[src/rtl/led_pwm_pkg.sv]
// rtl/led_pwm_pkg.sv - shared mode encoding for the LED PWM sequencer
// Contents: MODE_W (mode field width), mode_e (OFF/STATIC/SEQ/BREATHE).
package led_pwm_pkg;

    localparam int MODE_W = 2;

    typedef enum logic [MODE_W-1:0] {
        MODE_OFF     = 2'd0,
        MODE_STATIC  = 2'd1,
        MODE_SEQ     = 2'd2,
        MODE_BREATHE = 2'd3
    } mode_e;

endpackage

[src/rtl/led_pwm_seq_if.sv]
// rtl/led_pwm_seq_if.sv - control/config/output bundle of the LED PWM sequencer
// master: drives mode, prescale_div, frames_per_step, cfg_we/step/chan/duty;
//         receives pwm_out, step_idx, frame_done.
// slave:  the sequencer side of the same signals.
interface led_pwm_seq_if #(
    parameter int CHANNELS       = 3,
    parameter int PWM_WIDTH      = 8,
    parameter int PRESCALE_WIDTH = 16,
    parameter int STEPS          = 4
);
    import led_pwm_pkg::*;

    localparam int SW = (STEPS > 1) ? $clog2(STEPS) : 1;
    localparam int CW = (CHANNELS > 1) ? $clog2(CHANNELS) : 1;

    logic [MODE_W-1:0]         mode;
    logic [PRESCALE_WIDTH-1:0] prescale_div;
    logic [7:0]                frames_per_step;
    logic                      cfg_we;
    logic [SW-1:0]             cfg_step;
    logic [CW-1:0]             cfg_chan;
    logic [PWM_WIDTH-1:0]      cfg_duty;
    logic [CHANNELS-1:0]       pwm_out;
    logic [SW-1:0]             step_idx;
    logic                      frame_done;

    modport master (
        output mode, prescale_div, frames_per_step, cfg_we, cfg_step, cfg_chan, cfg_duty,
        input  pwm_out, step_idx, frame_done
    );

    modport slave (
        input  mode, prescale_div, frames_per_step, cfg_we, cfg_step, cfg_chan, cfg_duty,
        output pwm_out, step_idx, frame_done
    );

endinterface

[src/rtl/led_pwm_channel.sv]
// rtl/led_pwm_channel.sv - one PWM channel: frame-latched duty plus registered compare
// Ports: clk, reset_n (async active-low); i_en (0 clears duty and output at once);
//        i_load (frame wrap: latch i_duty); i_cnt (PWM counter); o_pwm (registered output).
module led_pwm_channel #(
    parameter int PWM_WIDTH = 8
) (
    input  logic                 clk,
    input  logic                 reset_n,
    input  logic                 i_en,
    input  logic                 i_load,
    input  logic [PWM_WIDTH-1:0] i_duty,
    input  logic [PWM_WIDTH-1:0] i_cnt,
    output logic                 o_pwm
);

    logic [PWM_WIDTH-1:0] r_duty;
    logic                 r_pwm;

    // The compare uses the duty of the running frame; the new duty lands on the
    // same edge the counter returns to 0, so a frame never mixes two duties.
    always_ff @(posedge clk or negedge reset_n) begin
        if (!reset_n) begin
            r_duty <= '0;
            r_pwm  <= 1'b0;
        end else if (!i_en) begin
            r_duty <= '0;
            r_pwm  <= 1'b0;
        end else begin
            if (i_load) begin
                r_duty <= i_duty;
            end
            r_pwm <= (i_cnt < r_duty);
        end
    end

    assign o_pwm = r_pwm;

endmodule

[src/rtl/led_pwm_seq.sv]
// rtl/led_pwm_seq.sv - multi-channel LED PWM sequencer (static, step table, breathe)
// Ports: clk, reset_n (async active-low); bus (slave): mode, prescale_div,
//        frames_per_step, cfg_we/cfg_step/cfg_chan/cfg_duty in; pwm_out, step_idx, frame_done out.
module led_pwm_seq
    import led_pwm_pkg::*;
#(
    parameter int CHANNELS       = 3,
    parameter int PWM_WIDTH      = 8,
    parameter int PRESCALE_WIDTH = 16,
    parameter int STEPS          = 4
) (
    input  logic         clk,
    input  logic         reset_n,
    led_pwm_seq_if.slave bus
);

    localparam int SW = (STEPS > 1) ? $clog2(STEPS) : 1;
    localparam int CW = (CHANNELS > 1) ? $clog2(CHANNELS) : 1;
    localparam logic [PWM_WIDTH-1:0] CNT_MAX = '1;

    mode_e                     w_mode;
    logic                      w_off, w_tick, w_wrap;
    logic                      w_step_ok, w_chan_ok;
    logic [PRESCALE_WIDTH-1:0] r_pre;
    logic [PWM_WIDTH-1:0]      r_cnt;
    logic [PWM_WIDTH-1:0]      r_ramp, w_ramp_next;
    logic                      r_ramp_down, w_ramp_down_next;
    logic [7:0]                r_fcnt, w_fcnt_next;
    logic [SW-1:0]             r_step, w_step_next;
    mode_e                     r_mode;
    logic                      r_frame_done;
    logic [PWM_WIDTH-1:0]      r_table [STEPS][CHANNELS];
    logic [CHANNELS-1:0]       w_pwm;

    assign w_mode = mode_e'(bus.mode);
    assign w_off  = (w_mode == MODE_OFF);
    // Equality (not >=) so a lowered prescale_div lets the counter run through its wrap.
    assign w_tick = !w_off && (r_pre == bus.prescale_div);
    assign w_wrap = w_tick && (r_cnt == CNT_MAX);

    // Address checks only matter when the address field can encode unused slots.
    if (STEPS == (1 << SW)) begin : g_step_full
        assign w_step_ok = 1'b1;
    end else begin : g_step_part
        assign w_step_ok = (bus.cfg_step < SW'(STEPS));
    end
    if (CHANNELS == (1 << CW)) begin : g_chan_full
        assign w_chan_ok = 1'b1;
    end else begin : g_chan_part
        assign w_chan_ok = (bus.cfg_chan < CW'(CHANNELS));
    end

    always_ff @(posedge clk or negedge reset_n) begin
        if (!reset_n) begin
            for (int s = 0; s < STEPS; s++) begin
                for (int c = 0; c < CHANNELS; c++) begin
                    r_table[s][c] <= '0;
                end
            end
        end else if (bus.cfg_we && w_step_ok && w_chan_ok) begin
            r_table[bus.cfg_step][bus.cfg_chan] <= bus.cfg_duty;
        end
    end

    always_ff @(posedge clk or negedge reset_n) begin
        if (!reset_n) begin
            r_pre        <= '0;
            r_cnt        <= '0;
            r_frame_done <= 1'b0;
        end else if (w_off) begin
            r_pre        <= '0;
            r_cnt        <= '0;
            r_frame_done <= 1'b0;
        end else begin
            r_pre        <= w_tick ? '0 : r_pre + 1'b1;
            r_cnt        <= w_tick ? r_cnt + 1'b1 : r_cnt;
            r_frame_done <= w_wrap;
        end
    end

    // Step and ramp only advance while the same mode stays applied across a wrap;
    // any other transition yields zeros, which also clears them when leaving.
    always_comb begin
        w_step_next      = '0;
        w_fcnt_next      = '0;
        w_ramp_next      = '0;
        w_ramp_down_next = 1'b0;
        if (w_mode == MODE_SEQ && r_mode == MODE_SEQ) begin
            if (r_fcnt == bus.frames_per_step) begin
                w_step_next = (r_step == SW'(STEPS - 1)) ? '0 : r_step + 1'b1;
            end else begin
                w_fcnt_next = r_fcnt + 8'd1;
                w_step_next = r_step;
            end
        end
        if (w_mode == MODE_BREATHE && r_mode == MODE_BREATHE) begin
            w_ramp_next      = r_ramp;
            w_ramp_down_next = r_ramp_down;
            // At either endpoint only the direction flips, holding the value one more frame.
            if (!r_ramp_down) begin
                if (r_ramp == CNT_MAX) w_ramp_down_next = 1'b1;
                else                   w_ramp_next      = r_ramp + 1'b1;
            end else begin
                if (r_ramp == '0)      w_ramp_down_next = 1'b0;
                else                   w_ramp_next      = r_ramp - 1'b1;
            end
        end
    end

    always_ff @(posedge clk or negedge reset_n) begin
        if (!reset_n) begin
            r_mode      <= MODE_OFF;
            r_step      <= '0;
            r_fcnt      <= '0;
            r_ramp      <= '0;
            r_ramp_down <= 1'b0;
        end else if (w_off) begin
            r_mode      <= MODE_OFF;
            r_step      <= '0;
            r_fcnt      <= '0;
            r_ramp      <= '0;
            r_ramp_down <= 1'b0;
        end else if (w_wrap) begin
            r_mode      <= w_mode;
            r_step      <= w_step_next;
            r_fcnt      <= w_fcnt_next;
            r_ramp      <= w_ramp_next;
            r_ramp_down <= w_ramp_down_next;
        end
    end

    for (genvar c = 0; c < CHANNELS; c++) begin : g_chan
        logic [2*PWM_WIDTH-1:0] w_prod;
        logic [PWM_WIDTH-1:0]   w_duty;

        assign w_prod = {{PWM_WIDTH{1'b0}}, r_table[0][c]} * {{PWM_WIDTH{1'b0}}, w_ramp_next};

        // Duty for the frame that starts at the coming wrap, under the mode applied there.
        always_comb begin
            w_duty = '0;
            case (w_mode)
                MODE_STATIC:  w_duty = r_table[0][c];
                MODE_SEQ:     w_duty = r_table[w_step_next][c];
                MODE_BREATHE: w_duty = PWM_WIDTH'(w_prod >> PWM_WIDTH);
                default:      w_duty = '0;
            endcase
        end

        led_pwm_channel #(
            .PWM_WIDTH(PWM_WIDTH)
        ) u_chan (
            .clk    (clk),
            .reset_n(reset_n),
            .i_en   (!w_off),
            .i_load (w_wrap),
            .i_duty (w_duty),
            .i_cnt  (r_cnt),
            .o_pwm  (w_pwm[c])
        );
    end

    assign bus.pwm_out    = w_pwm;
    assign bus.step_idx   = r_step;
    assign bus.frame_done = r_frame_done;

endmodule

[src/flat_wrapper.sv]
// flat-port wrapper written by rule: the top's interface ports become plain ports
module led_pwm_seq_flat import led_pwm_pkg::*;
#(
    parameter int CHANNELS       = 3,
    parameter int PWM_WIDTH      = 8,
    parameter int PRESCALE_WIDTH = 16,
    parameter int STEPS          = 4
)
  (clk, reset_n, bus_mode, bus_prescale_div, bus_frames_per_step, bus_cfg_we, bus_cfg_step, bus_cfg_chan, bus_cfg_duty, bus_pwm_out, bus_step_idx, bus_frame_done);
  led_pwm_seq_if #(.CHANNELS(CHANNELS), .PWM_WIDTH(PWM_WIDTH), .PRESCALE_WIDTH(PRESCALE_WIDTH), .STEPS(STEPS)) bus_i ();
  input  logic clk;
  input  logic reset_n;
  input wire logic [$bits(bus_i.mode)-1:0] bus_mode;
  input wire logic [$bits(bus_i.prescale_div)-1:0] bus_prescale_div;
  input wire logic [$bits(bus_i.frames_per_step)-1:0] bus_frames_per_step;
  input wire logic [$bits(bus_i.cfg_we)-1:0] bus_cfg_we;
  input wire logic [$bits(bus_i.cfg_step)-1:0] bus_cfg_step;
  input wire logic [$bits(bus_i.cfg_chan)-1:0] bus_cfg_chan;
  input wire logic [$bits(bus_i.cfg_duty)-1:0] bus_cfg_duty;
  output wire logic [$bits(bus_i.pwm_out)-1:0] bus_pwm_out;
  output wire logic [$bits(bus_i.step_idx)-1:0] bus_step_idx;
  output wire logic [$bits(bus_i.frame_done)-1:0] bus_frame_done;
  assign bus_i.mode = bus_mode;
  assign bus_i.prescale_div = bus_prescale_div;
  assign bus_i.frames_per_step = bus_frames_per_step;
  assign bus_i.cfg_we = bus_cfg_we;
  assign bus_i.cfg_step = bus_cfg_step;
  assign bus_i.cfg_chan = bus_cfg_chan;
  assign bus_i.cfg_duty = bus_cfg_duty;
  assign bus_pwm_out = bus_i.pwm_out;
  assign bus_step_idx = bus_i.step_idx;
  assign bus_frame_done = bus_i.frame_done;
  led_pwm_seq #(.CHANNELS(CHANNELS), .PWM_WIDTH(PWM_WIDTH), .PRESCALE_WIDTH(PRESCALE_WIDTH), .STEPS(STEPS)) u_core (.clk(clk), .reset_n(reset_n), .bus(bus_i));
endmodule
[config.mk]
export PLATFORM = sky130hd
export DESIGN_NAME = led_pwm_seq_flat
export DESIGN_NICKNAME = d
export VERILOG_FILES = /design/src/rtl/led_pwm_pkg.sv /design/src/rtl/led_pwm_seq_if.sv /design/src/rtl/led_pwm_channel.sv /design/src/rtl/led_pwm_seq.sv /design/src/flat_wrapper.sv
export SDC_FILE = /design/constraint.sdc
export NUM_CORES = 1
export LEC_CHECK = 0
export BUFFER_PORTS_ARGS = -buffer_cell sky130_fd_sc_hd__buf_2
export CAP_MARGIN = 20
export CORE_MARGIN = 2
export CORE_UTILIZATION = 30
export DETAILED_ROUTE_END_ITERATION = 8
export GPL_TIMING_DRIVEN = 1
export MAX_ROUTING_LAYER = met4
export SLEW_MARGIN = 20
export SYNTH_ARGS = -nofsm -noshare
export SYNTH_HDL_FRONTEND = slang
export SYNTH_SLANG_ARGS = --single-unit
[constraint.sdc]
create_clock -name clk -period 6.2 [get_ports clk]
set_input_delay 0.62 -clock clk [delete_from_list [all_inputs] [get_ports clk]]
set_output_delay 0.62 -clock clk [all_outputs]
set_load 0.005 [all_outputs]
==> reports/summary.txt <==
DRT iter0 DRCs -> 709
Starting Density -> 30.5%
buffers plus inverters on the worst setup path -> 3
met3 WL -> 1580 um
clock-pin slew on the worst setup and hold paths -> 0.07 ns
commonest non-fill, non-tap cell in the layout -> inv_1
first-pass GRT wire length -> 65200 um
vias per cell -> 5.03
Via Count -> 11700
Crit-path slowest cell -> fa_1
critical-path cell list -> ha_4, nand4_4, or3_4, a31o_2, a21oi_1, buf_4, and2_1, fa_1, fa_1, fa_1, inv_1, fa_1, inv_1, ha_4, a21o_1, a21oi_1, o22ai_2, or3_1, a31oi_4, or4b_1, and4_1, o31ai_1
Seq cells post-synth -> 169
Tightest Pin Transition -> 0.998 ns
Final Net Count -> 1906
final wirelength -> 39600 um
HPWL after DPL -> 30000 um
crit-path max FO -> 9
fin crit period -> 5.94 ns
post-synth top area cell -> dfrtp_1
TritonCTS Buffers -> 17
Layout fillers -> 5119
critical path type -> flop to flop
Die Wd -> 230 um
clk_skew -> 0.0129 ns
area of the multi-input gates -> 0.0102 mm2
vias in the first global route -> 12000
Post-synth ARST share -> 100%
RD Place Congestion -> 0.873
final worst slack -> 0.258 ns
Worst path top cell family by delay -> adder cells
Fmax -> 0.168 GHz
Max Cap Violations -> 0
synth warn -> 0
Final Hold Violating Endpoints -> 0
GRT Residual Overflow -> 0
Netlist Area Pre-Place -> 0.0154 mm2
sequential area share after synthesis -> 27.5%
worst hold path type -> primary input to async pin
fin area -> 0.0171 mm2
Leak Pwr -> 8.02 nW
Hold Worst Slack -> 0.290 ns
PwrDens -> 170 mW/mm2
number of synthesized flops with an enable pin -> 0
Worst Setup End Kind -> flop
GRT Util Overall -> 15.9%
run status -> finished, final reports clean
clk sinks -> 169
Core Rows -> 82
Placement Cell Area -> 0.0164 mm2
WP data required -> 6.55 ns
share of cells above drive strength 1 -> 16.2%
H-tree depth -> 4
commonest non-fill, non-tap cells in the layout -> 179 x inv_1, 165 x dfrtp_1, 155 x and2_1
Remaining DRCs -> 0
most frequent CP cell -> fa_1
syn_nets -> 1887
count of input and output buffers -> 46
headroom to the max-slew limit -> 33.4%
post-synth top area share -> 27.5%
top_reg_cell synth -> dfrtp_1
top sig layer -> met4
VDD IR max -> 0.000192 V
final setup fails -> 0
Critical Path Start Type -> flop
period utilization -> 95.8%
wl on met1 -> 18000 um
Synth area leaders -> dfrtp_1 28%, fa_1 14%, ha_1 10%
pre-CTS setup slack -> 0.0333 ns
core box area -> 0.0504 mm2
CTS tree -> built
Worst EP arrival -> 6.30 ns
die area -> 0.0531 mm2
syn avg cell area -> 9.52 um2
post-route ant nets -> 0
initial antenna violation count -> 0
register area -> 0.00423 mm2
clk buf depth -> 2
clk root buf -> clkbuf_16
# IOs -> 47
Area growth syn-to-layout -> 11.5%
die height -> 230 um
WL/cell -> 17.1 um
antenna fix cells -> 0
Hold Buf Count CTS -> 0
clk_lat worst skew -> 0.45 ns
worst stage delay on the critical path -> 0.55 ns
post-synth cell types -> 73
Cells after Synth -> 1614
TritonRoute pass-1 iters -> 5
metal2 WL -> 19100 um
Max Transition Viols Final -> 0
pin count of the biggest net entering global routing -> 114
[synth_stat cells (4+ instances only)]
cell type and instances:
or3_1 10, nand4_1 12, nor2_1 78, o211ai_1 11, a31oi_1 8, ha_1 127, o21ai_0 50, and3_1 10
dfrtp_1 169, nand2_1 105, o31ai_1 18, clkbuf_1 63, a21oi_1 49, xnor2_1 43, or2_2 6, a222oi_1 10
nand3b_1 9, buf_4 4, buf_1 14, nor3b_1 5, a21o_1 32, mux2i_1 29, inv_1 181, nand3_1 47
buf_2 7, nor2b_1 7, a211oi_1 20, xor2_1 16, a221oi_1 6, nand2b_1 11, o21a_1 6, nor3_1 18
and2_1 155, fa_1 105, mux2_2 108, and4_1 7
[path summary, 6_finish.rpt]
kind                                     from                                 to  slack, ns  cells past startpoint
max in group asynchronous             reset_n                  u_core.r_table[2]       4.54                      2
setup reg to reg             u_core.r_ramp[0]  u_core.g_chan[1].u_chan.r_duty[7]       0.26                     22
hold / removal                        reset_n                    u_core.r_pre[1]       0.29                      1
hold reg to reg            u_core.r_table[14]                 u_core.r_table[14]       0.50                      1
min in group clk           u_core.r_table[14]                 u_core.r_table[14]       0.50                      1
setup / recovery             u_core.r_ramp[0]  u_core.g_chan[1].u_chan.r_duty[7]       0.26                     22
[where the power goes]
group / internal [W] / total, W / switching (W)
logic: 0.000198 / 0.000371 / 0.000173
clock network: 0.000607 / 0.00107 / 0.000461
registers: 0.00126 / 0.00147 / 0.000217
total: 0.00206 / 0.00291 / 0.000850
[layout make-up]
cell class,instances,share of cell area [%]
clock inverter,8,0.489
clock buffer,23,2.91
inverter,181,3.96
tap,672,4.91
sequential,169,24.7
multi-input combinational,1175,59.7
timing repair buffer,89,3.37
[per-layer routing]
layer	global-route usage, %	vias to the layer above
met5	-	-
met1	20.9	5862
met3	2.04	42
met4	4.62	0
li1	-	5501
met2	25.6	255
[worst register-to-register path: stages (launching register included)]
cell and delay (ns):
dfrtp_2 0.43, ha_4 0.18, nand4_4 0.16, or3_4 0.42, a31o_2 0.21, a21oi_1 0.19, buf_4 0.20, and2_1 0.16
fa_1 0.44, fa_1 0.47, fa_1 0.55, inv_1 0.06, fa_1 0.54, inv_1 0.07, ha_4 0.29, a21o_1 0.11
a21oi_1 0.07, o22ai_2 0.18, or3_1 0.17, a31oi_4 0.06, or4b_1 0.54, and4_1 0.19, o31ai_1 0.18
[per-stage QoR]
stage          setup TNS (ns)  utilization, %  power [W]  cells
2_1_floorplan               0               -    0.00166   1614
3_3_place_gp                0            32.6    0.00184   2284
3_5_place_dp                0            32.6    0.00186   2284
4_1_cts                     0            33.8    0.00293   2315
5_1_grt               -0.0242            34.0    0.00304   2317
6_report                    0            34.0    0.00291   2317
[state kept, by name, summed over array words and instances, names as in the netlist]
name and count:
u_core.bus.frame_done 1, u_core.bus.step_idx 2, u_core.g_chan.u_chan.o_pwm 3, u_core.g_chan.u_chan.r_duty 24, u_core.r_cnt 8, u_core.r_fcnt 8, u_core.r_mode 2, u_core.r_pre 16
u_core.r_ramp 8, u_core.r_ramp_down 1, u_core.r_table 96
[kinds of logic (layout without fill, tap and decap cells)]
| logic type | count (synthesis) | after routing | synth area share (%) |
|---|---|---|---|
| simple gates | 497 | 497 | 17.5 |
| fa+ha+maj | 232 | 232 | 24.0 |
| xor+xnor | 59 | 59 | 3.36 |
| flops | 169 | 169 | 27.5 |
| compound gates | 250 | 250 | 11.0 |
| mux | 137 | 137 | 9.80 |
| buf+inv | 270 | 301 | 6.80 |
[timing repair]
item,in CTS,in global routing
setup buffers,0,2
endpoints found under the hold margin,0,0
setup endpoints to repair,0,16
resized for setup,0,25
Note: power is estimated with default switching activity, not from simulation.
